--- src/rtl/cci_mpf_shim_edge_afu_wr_heap.sv ---
// cci_mpf_shim_edge_afu_wr_heap
//
// Write-data heap allocator at the AFU end of the MPF pipeline.
// - Each AFU C1 write packet gets one heap index, taken from a free list.
// - Every data beat is written to the FIU-edge heap RAM at {widx, wclnum}.
// - One header-only request per packet goes into the MPF pipeline. The heap
//   index is carried in place of the line data.
// - The FIU edge returns indices on free_en/free_idx as writes retire.
//
// Ports
//   clk, reset                    clock, synchronous active-high reset
//   afu_c1_*                      AFU write flits in, almfull back to the AFU
//   mpf_c1_*                      header-only requests into MPF, almfull in
//   heap_w*                       FIU-edge heap RAM write port
//   free_en, free_idx             index return from the FIU edge
//   stat_free_cnt, stat_min_free  optional statistics (CCI_MPF_WR_HEAP_STATS_EN)
//
// Optional feature macro: CCI_MPF_WR_HEAP_STATS_EN

module cci_mpf_shim_edge_afu_wr_heap #(
    parameter int N_WRITE_HEAP_ENTRIES = 128,
    parameter int ALMFULL_THRESHOLD    = 8,
    parameter int HDR_W                = 80,
    localparam int IDX_W               = $clog2(N_WRITE_HEAP_ENTRIES)
) (
    input  logic              clk,
    input  logic              reset,

    input  logic              afu_c1_valid,
    input  logic              afu_c1_sop,
    input  logic [1:0]        afu_c1_cl_len,
    input  logic [HDR_W-1:0]  afu_c1_hdr,
    input  logic [511:0]      afu_c1_data,
    output logic              afu_c1_almfull,

    output logic              mpf_c1_valid,
    output logic [HDR_W-1:0]  mpf_c1_hdr,
    output logic [1:0]        mpf_c1_cl_len,
    output logic [IDX_W-1:0]  mpf_c1_idx,
    input  logic              mpf_c1_almfull,

    output logic              heap_wen,
    output logic [IDX_W-1:0]  heap_widx,
    output logic [1:0]        heap_wclnum,
    output logic [511:0]      heap_wdata,

    input  logic              free_en,
    input  logic [IDX_W-1:0]  free_idx
`ifdef CCI_MPF_WR_HEAP_STATS_EN
    ,
    output logic [IDX_W:0]    stat_free_cnt,
    output logic [IDX_W:0]    stat_min_free
`endif
);

    // state | meaning
    // INIT  | seeding the free list with indices 0..N-1, one per cycle
    // RUN   | normal operation; flits accepted, indices popped and returned

    typedef enum logic {
        ST_INIT = 1'b0,
        ST_RUN  = 1'b1
    } state_t;

    localparam logic [IDX_W:0]   N_CNT    = (IDX_W+1)'(N_WRITE_HEAP_ENTRIES);
    localparam logic [IDX_W-1:0] LAST_IDX = IDX_W'(N_WRITE_HEAP_ENTRIES - 1);

    state_t state_q, state_d;

    // Free list: circular buffer, head is always readable (show-ahead).
    // During INIT the write pointer doubles as the seed counter.
    logic [IDX_W-1:0] fifo_q [N_WRITE_HEAP_ENTRIES];
    logic [IDX_W-1:0] wr_ptr_q, wr_ptr_d;
    logic [IDX_W-1:0] rd_ptr_q, rd_ptr_d;
    logic [IDX_W:0]   free_cnt_q, free_cnt_d;
    logic             push;
    logic             pop;
    logic [IDX_W-1:0] push_data;
    logic [IDX_W-1:0] head_idx;

    logic [IDX_W-1:0] cur_idx_q, cur_idx_d;
    logic [1:0]       beats_rem_q, beats_rem_d;
    logic [1:0]       beat_q, beat_d;

    logic             flit_acc;
    logic             sop_acc;

    logic             mpf_valid_q, mpf_valid_d;
    logic [HDR_W-1:0] mpf_hdr_q, mpf_hdr_d;
    logic [1:0]       mpf_cl_len_q, mpf_cl_len_d;
    logic [IDX_W-1:0] mpf_idx_q, mpf_idx_d;

    logic             heap_wen_q, heap_wen_d;
    logic [IDX_W-1:0] heap_widx_q, heap_widx_d;
    logic [1:0]       heap_wclnum_q, heap_wclnum_d;
    logic [511:0]     heap_wdata_q, heap_wdata_d;

    assign head_idx = fifo_q[rd_ptr_q];

    always_comb begin
        state_d   = state_q;
        push      = 1'b0;
        push_data = free_idx;
        unique case (state_q)
            ST_INIT: begin
                push      = 1'b1;
                push_data = wr_ptr_q;
                if (wr_ptr_q == LAST_IDX) begin
                    state_d = ST_RUN;
                end
            end
            ST_RUN: begin
                push = free_en;
            end
            default: state_d = ST_INIT;
        endcase
    end

    assign flit_acc = (state_q == ST_RUN) && afu_c1_valid;
    assign sop_acc  = flit_acc && afu_c1_sop;
    assign pop      = sop_acc;

    always_comb begin
        wr_ptr_d   = push ? wr_ptr_q + 1'b1 : wr_ptr_q;
        rd_ptr_d   = pop  ? rd_ptr_q + 1'b1 : rd_ptr_q;
        free_cnt_d = free_cnt_q;
        if (push && !pop) begin
            free_cnt_d = free_cnt_q + 1'b1;
        end else if (pop && !push) begin
            free_cnt_d = free_cnt_q - 1'b1;
        end
    end

    always_comb begin
        cur_idx_d     = cur_idx_q;
        beats_rem_d   = beats_rem_q;
        beat_d        = beat_q;
        mpf_valid_d   = 1'b0;
        mpf_hdr_d     = mpf_hdr_q;
        mpf_cl_len_d  = mpf_cl_len_q;
        mpf_idx_d     = mpf_idx_q;
        heap_wen_d    = 1'b0;
        heap_widx_d   = heap_widx_q;
        heap_wclnum_d = heap_wclnum_q;
        heap_wdata_d  = heap_wdata_q;
        if (flit_acc) begin
            heap_wen_d   = 1'b1;
            heap_wdata_d = afu_c1_data;
            if (afu_c1_sop) begin
                cur_idx_d     = head_idx;
                beats_rem_d   = afu_c1_cl_len;
                beat_d        = 2'd0;
                mpf_valid_d   = 1'b1;
                mpf_hdr_d     = afu_c1_hdr;
                mpf_cl_len_d  = afu_c1_cl_len;
                mpf_idx_d     = head_idx;
                heap_widx_d   = head_idx;
                heap_wclnum_d = 2'd0;
            end else begin
                beats_rem_d   = beats_rem_q - 2'd1;
                beat_d        = beat_q + 2'd1;
                heap_widx_d   = cur_idx_q;
                heap_wclnum_d = beat_q + 2'd1;
            end
        end
    end

    always_ff @(posedge clk) begin
        if (reset) begin
            state_q       <= ST_INIT;
            wr_ptr_q      <= '0;
            rd_ptr_q      <= '0;
            free_cnt_q    <= '0;
            cur_idx_q     <= '0;
            beats_rem_q   <= '0;
            beat_q        <= '0;
            mpf_valid_q   <= 1'b0;
            mpf_hdr_q     <= '0;
            mpf_cl_len_q  <= '0;
            mpf_idx_q     <= '0;
            heap_wen_q    <= 1'b0;
            heap_widx_q   <= '0;
            heap_wclnum_q <= '0;
            heap_wdata_q  <= '0;
        end else begin
            state_q       <= state_d;
            wr_ptr_q      <= wr_ptr_d;
            rd_ptr_q      <= rd_ptr_d;
            free_cnt_q    <= free_cnt_d;
            cur_idx_q     <= cur_idx_d;
            beats_rem_q   <= beats_rem_d;
            beat_q        <= beat_d;
            mpf_valid_q   <= mpf_valid_d;
            mpf_hdr_q     <= mpf_hdr_d;
            mpf_cl_len_q  <= mpf_cl_len_d;
            mpf_idx_q     <= mpf_idx_d;
            heap_wen_q    <= heap_wen_d;
            heap_widx_q   <= heap_widx_d;
            heap_wclnum_q <= heap_wclnum_d;
            heap_wdata_q  <= heap_wdata_d;
        end
    end

    // Storage has no reset; INIT rewrites every slot before anything is read.
    always_ff @(posedge clk) begin
        if (!reset && push) begin
            fifo_q[wr_ptr_q] <= push_data;
        end
    end

    always_comb begin
        if (state_q == ST_INIT) begin
            afu_c1_almfull = 1'b1;
        end else begin
            afu_c1_almfull = mpf_c1_almfull ||
                             (int'(free_cnt_q) <= ALMFULL_THRESHOLD);
        end
    end

    assign mpf_c1_valid  = mpf_valid_q;
    assign mpf_c1_hdr    = mpf_hdr_q;
    assign mpf_c1_cl_len = mpf_cl_len_q;
    assign mpf_c1_idx    = mpf_idx_q;
    assign heap_wen      = heap_wen_q;
    assign heap_widx     = heap_widx_q;
    assign heap_wclnum   = heap_wclnum_q;
    assign heap_wdata    = heap_wdata_q;

`ifdef CCI_MPF_WR_HEAP_STATS_EN
    logic [IDX_W:0] stat_min_free_q, stat_min_free_d;

    always_comb begin
        stat_min_free_d = stat_min_free_q;
        if (state_q == ST_INIT && state_d == ST_RUN) begin
            stat_min_free_d = N_CNT;
        end else if (state_q == ST_RUN && free_cnt_q < stat_min_free_q) begin
            stat_min_free_d = free_cnt_q;
        end
    end

    always_ff @(posedge clk) begin
        if (reset) begin
            stat_min_free_q <= '0;
        end else begin
            stat_min_free_q <= stat_min_free_d;
        end
    end

    assign stat_free_cnt = free_cnt_q;
    assign stat_min_free = stat_min_free_q;
`endif

    // Protocol checks on the AFU and FIU-edge interfaces.
    always_ff @(posedge clk) begin
        if (!reset) begin
            if (state_q == ST_INIT) begin
                assert (!free_en)
                    else $fatal(1, "wr_heap: free_en during INIT");
            end
            if (sop_acc) begin
                assert (free_cnt_q != '0)
                    else $fatal(1, "wr_heap: SOP with empty free list");
                assert (beats_rem_q == 2'd0)
                    else $fatal(1, "wr_heap: SOP inside a packet");
                assert (afu_c1_cl_len != 2'd2)
                    else $fatal(1, "wr_heap: cl_len of 2 is illegal");
            end
            if (flit_acc && !afu_c1_sop) begin
                assert (beats_rem_q != 2'd0)
                    else $fatal(1, "wr_heap: data beat outside a packet");
            end
            if (state_q == ST_RUN && free_en) begin
                assert (free_cnt_q != N_CNT)
                    else $fatal(1, "wr_heap: free with full free list");
            end
        end
    end

endmodule

--- config.mk ---
export PLATFORM = sky130hd
export DESIGN_NAME = cci_mpf_shim_edge_afu_wr_heap
export DESIGN_NICKNAME = d
export VERILOG_FILES = /design/src/rtl/cci_mpf_shim_edge_afu_wr_heap.sv
export SDC_FILE = /design/constraint.sdc
export NUM_CORES = 2
export LEC_CHECK = 0
export CAP_MARGIN = 10
export CORE_AREA = 2 2 479 481
export CTS_BUF_LIST = sky130_fd_sc_hd__clkbuf_4
export CTS_CLUSTER_SIZE = 14
export DETAILED_ROUTE_END_ITERATION = 12
export DIE_AREA = 0 0 481 483
export GPL_TIMING_DRIVEN = 0
export PLACE_DENSITY_LB_ADDON = 0.1
export SLEW_MARGIN = 10
export SYNTH_ARGS = -nofsm -noshare
export SYNTH_HDL_FRONTEND = slang
export SYNTH_SLANG_ARGS = --single-unit
--- constraint.sdc ---
create_clock -name clk -period 4.5 [get_ports clk]
set_clock_uncertainty 0.1 [all_clocks]
set_input_delay 0.9 -clock clk [delete_from_list [all_inputs] [get_ports clk]]
set_output_delay 0.9 -clock clk [all_outputs]
set_load 0.05 [all_outputs]
After elaboration in Yosys (flattened, before gate mapping):

Memory sizes are Yosys's and may differ from the RTL's. A register that Yosys moved wholly into a read port is not among the register bits.
Cells that the tools add are included.

* flip-flop bits (word level): 635
* RAM bits: 896
* input port bits: 607
* output and inout port bits: 613
* word-level logic and storage cells: 49
* memories kept: 1

* $add $sub $neg: 5
* $lt $le $gt $ge: 1
* equal/unequal tests: 1
* mux-type cells: 15
* bitwise logic cells: 2
* reductions and logical operators: 12

Memory list
* fifo_q: depth 128, bits a word 7, rd ports 1, clocked after memory_dff 1, wr ports 1, RTL line 72 `logic [IDX_W-1:0] fifo_q [N_WRITE_HEAP_ENTRIES];`

Operator list (number)
* $mux 7: 4
* $mux 8: 2
* $add 7x1->7 const B: 2
* $add 8x1->8 const B: 1
* $le 8x4->1 const B: 1
* $sub 8x1->8 const B: 1
* $eq 7x7->1 const B: 1
* $mux 1: 7
* $logic_and 1x1->1: 5
* $logic_not 1->1: 3
* $add 2x1->2 const B: 1
* $mux 2: 1
* $not 1->1: 2
* $pmux 1 s2: 1
* $reduce_and 2->1: 1
* $reduce_bool 2->1: 1
* $reduce_or 2->1: 1
* $logic_or 1x1->1: 1

Logic depth before layout (Yosys ltp):

* depth after elaboration: 6
* mapped depth: 13
* mapped depth without buffers: 11

Worst setup path after synthesis:

OpenSTA, ideal clock, no wires.

* path type: input port to flip-flop
* start point: in afu_c1_valid
* end point: reg free_cnt_q[7]
* library setup time: 0.070 ns
* arrival time: 3.554 ns
* data required time: 4.330 ns
* setup slack: 0.776 ns
* stages: 13
* buffers on the path: 2
* cell sequence: and3_1 > clkbuf_1 > inv_1 > clkbuf_1 > ha_1 > inv_1 > ha_1 > a21o_1 > a211o_1 > a2111oi_0 > o21ai_0 > a21o_1 > a21oi_1

* longest elaborated chain between the ends: 5
* elaborated cells on any way between the ends: 7
* classes of those cells: mux (1); reduce/logical (6)

RTL lines
* start: declaration: RTL line 29 `input logic afu_c1_valid,`
* $logic_and 1x1->1 (*): RTL line 119 `assign flit_acc = (state_q == ST_RUN) && afu_c1_valid;`
* $logic_and 1x1->1 (*): RTL line 120 `assign sop_acc = flit_acc && afu_c1_sop;`
* $logic_not 1->1: RTL line 127 `if (push && !pop) begin`
* $logic_and 1x1->1: RTL line 127
* $mux 8 or $reduce_bool 2->1 (tied branches)
* end signal: assignment: RTL line 189 `free_cnt_q <= free_cnt_d;`
* end: declaration: RTL line 75 `logic [IDX_W:0] free_cnt_q, free_cnt_d;`

Mark *: on every way between the ends. The rest lies on a longest branch, timed or not.
A chain may end at the register's enable or synchronous reset.

Final worst setup path:

* start point: reg state_q
* end point: mem fifo_q[81][3] (netlist name) (enable)

* longest elaborated chain between the ends: 5

RTL lines
* start: declaration: RTL line 68 `state_t state_q, state_d;`
* start signal: assignment: RTL line 186 `state_q <= state_d;`
* $not 1->1
* $pmux 1 s2 (*): RTL line 104 `unique case (state_q)`
* $logic_and 1x1->1 (*): RTL line 206 `if (!reset && push) begin`
* $mux 1 (*): RTL line 206
* $mux 1 (not written as such) (*): RTL line 207 `fifo_q[wr_ptr_q] <= push_data;`
* end: declaration: RTL line 72

Marks and branches as above.

==> impl_metrics.py <==
metrics = {
    "status": {
        "status": "finished, final reports clean",
    },
    "critical_path": {
        "path_common_cell": "clkbuf_1",
        "critPathRequiredTime_ns": 5.39,
        "crit_path_top_delay_cell": "nand2_1",
        "crit_path_start_kind": "flop",
        "crit_path_max_fanout": 10,
        "crit_chain": "nand2b_1 > clkbuf_1 > nor3b_1 > nand2_1 > clkbuf_1 > nor2_1",
        "cpPeakStageDelay_ns": 0.81,
        "path_class": "reg2reg",
        "cp.arrival_ns": 5.34,
        "end_kind": "flop",
    },
    "clock_tree": {
        "cts_inserted_buffers": 446,
        "cts_tree": "yes",
        "clockBufferDepth": 4,
        "clk_latency_ns": 1.40,
        "post_cts_buffers": 0,
        "cts-htree-levels": 5,
        "cts.sink_count": 1531,
        "cts-root-buf": "clkbuf_4",
        "cts.clk_slew.worst_paths_ns": 0.08,
    },
    "power_and_ir_drop": {
        "p_per_area_nw_per_um2": 356,
        "power_uw": 29800,
        "p_leak_uw": 0.0274,
        "peakVddDrop_mv": 0.257,
    },
    "die": {
        "fp-row-count": 175,
        "coreArea_sq_um": 227000,
        "die_area_sq_um": 232000,
        "start_util": 0.251,
        "die_y_um": 483,
        "ios": 1220,
        "die_w_um": 481,
    },
    "logic_synthesis": {
        "synth-simple-area-share": 0.104,
        "avgSynthCellArea_sq_um": 12.8,
        "synth-xor-area-share": 0.00246,
        "syn_nets": 5073,
        "synth_seq_cells": 1531,
        "yosysTopAreaCell": "edfxtp_1",
        "synth_warnings": 0,
        "synth_edf_count": 896,
        "synth_adder_area_share": 0.00232,
        "ys_seq_area_frac": 0.695,
        "synthMuxAreaShare": 0.0931,
        "yosys_most_used_dff": "edfxtp_1",
        "ys_types": 56,
        "synth_compound_area_frac": 0.0769,
        "synth_top_area_frac": 0.472,
        "synth_commonest_cells": "nand2_1, edfxtp_1, dfxtp_1",
        "netlist_area_sq_um": 57000,
        "synth_cells": 4456,
        "synth_area_leaders": "edfxtp_1, dfxtp_1, nand2_1",
        "synthArstFlopShare": 0,
        "synth_top_family_by_area": "simple AND/OR/NAND/NOR gates",
        "yosysMostFrequentCell": "nand2_1",
    },
    "global_route": {
        "grt_pass1_vias": 46828,
        "antenna_found_initial": 169,
        "grt_pass1_wl_um": 478000,
        "grt_use_total": 0.316,
        "grt_remaining_overflow": 0,
        "grt_max_degree": 93,
    },
    "timing": {
        "fin_crit_ns": 4.45,
        "setup-tns-final_ns": 0,
        "setup_violations": 0,
        "tightest_slew_ns": 1.35,
        "post-route-period-util": 0.989,
        "rsz0062_at_grt": "no",
        "fin_ws_ns": 0.0498,
        "max_slew_margin": 0.102,
        "whs_ns": 0.133,
        "final_max_slew_viol_count": 0,
        "hold_viol": 0,
        "fmax_ghz": 0.225,
    },
    "drt": {
        "drtIter0Drc": 5237,
        "drc": 0,
        "drt-total-wl_um": 378000,
        "wire_per_inst_um": 37.7,
        "via_count": 48551,
        "firstDrtPassIters": 6,
        "vias_per_cell": 4.85,
        "drtAntennaViolNets": 0,
    },
    "worst_hold_path": {
        "holdCritPathClass": "in2reg",
    },
    "flow_run": {
        "max-cap-violations": 0,
    },
    "layout": {
        "area_growth_pct": 46.8,
        "num-nets-final": 7210,
        "fin_cells": 10012,
        "fillers": 22640,
        "layout-drive-gt1-share": 0.147,
    },
    "place": {
        "place.gp.congestion": 1.10,
        "dp_cells": 8692,
        "io_buffers": 1219,
        "post-place-ws_ns": -1.64,
        "hpwlAfterDp_um": 305000,
    },
}
-- where the power goes --
group	switching, uW	internal (uW)
Clock	6520	6920
Sequential	11.4	14800
Combinational	780	786
Total	7310	22500
-- area by class of cell --
type	count	area, sq um	area share
repair buffers	1689	17000	0.203
inverters	4	15.0	0.000179
multi-input cells	2610	16000	0.191
clock buffers	676	5070	0.0606
well taps	3009	3760	0.0450
flip-flops and latches	1531	39600	0.473
clock inverters	118	514	0.00614
diodes	64	160	0.00191
plain buffers	311	1550	0.0185
-- cell usage in the layout (no fill, tap or decap), types with 8 or more instances in the layout --
cell type        count
nand2_1           1230
clkdlybuf4s50_1   1218
edfxtp_1           896
clkbuf_4           678
dfxtp_1            635
a21oi_1            621
dlygate4sd3_1      462
clkbuf_1           230
mux4_2             196
nor2_1             180
clkinv_1            94
mux2i_1             66
diode_2             64
a211oi_1            46
o22ai_1             35
nor2b_1             29
buf_6               24
buf_4               23
nor3_1              22
a221oi_1            17
o21ai_1             15
mux2_2              14
a22o_1              14
nand2b_1            13
clkbuf_2            11
buf_2               11
o21ai_0             11
clkinv_2            11
inv_2               10
nand3_1              9
xor2_1               9
ha_1                 9
a31oi_1              8
-- routing by layer --
layer	wire, um	GRT usage	up-vias
li1	-	-	20591
met1	176000	0.460	24824
met2	154000	0.441	2560
met3	35000	0.0972	552
met4	12800	0.0999	24
met5	140	0	-
-- cells by family (layout without fill, tap and decap cells) --
| kind of cell | count (synthesis) | count (layout) |
|---|---|---|
| buf+inv | 315 | 2798 |
| compound gates | 789 | 789 |
| mux | 283 | 283 |
| flops | 1531 | 1531 |
| simple gates | 1512 | 1512 |
| other cells | 0 | 64 |
| xor+xnor | 16 | 16 |
| fa+ha+maj | 10 | 10 |
-- sequential cells by signal, summed over array words and instances, names as in the netlist, named ones only --
register       count
mpf_c1_cl_len      2
mpf_c1_idx         7
fifo_q           896
wr_ptr_q           7
mpf_c1_valid       1
heap_wdata       512
heap_wen           1
heap_wclnum        2
rd_ptr_q           7
free_cnt_q         8
mpf_c1_hdr        80
state_q            1
-- per-stage QoR --
| stage | util | instance area (sq um) |
|---|---|---|
| 2_1_floorplan | - | 57000 |
| 3_3_place_gp | 0.322 | 73000 |
| 3_5_place_dp | 0.323 | 73300 |
| 4_1_cts | 0.368 | 83600 |
| 5_1_grt | 0.369 | 83600 |
| 6_report | 0.369 | 83700 |
-- final timing paths --
path / start / slack [ns] / cells after the start / to
worst max-delay path: state_q$_SDFF_PP0_ / 0.05 / 6 / fifo_q[81][3]$_DFFE_PP_
worst min-delay path: afu_c1_data[473] / 0.13 / 3 / heap_wdata[473]$_SDFFE_PP0N_
worst max register to register: state_q$_SDFF_PP0_ / 0.05 / 6 / fifo_q[81][3]$_DFFE_PP_
worst min register to register: heap_wdata[72]$_SDFFE_PP0N_ / 0.35 / 2 / heap_wdata[72]$_SDFFE_PP0N_
-- worst max-delay path, delay by kind of cell, from the launching register on --
family,cells,cell delay (ns)
buffers and inverters,2,1.30
flip-flops,1,0.37
AND/OR/NAND/NOR,4,2.25
-- timing repair --
| item | 4_1_cts | 5_1_grt |
|---|---|---|
| hold buffers | 462 | 0 |
| gates resized for setup | 4 | 4 |
| setup endpoints to repair | 31 | 2 |
| hold endpoints to repair | 462 | 0 |
Note: power is estimated with default switching activity, not from simulation.
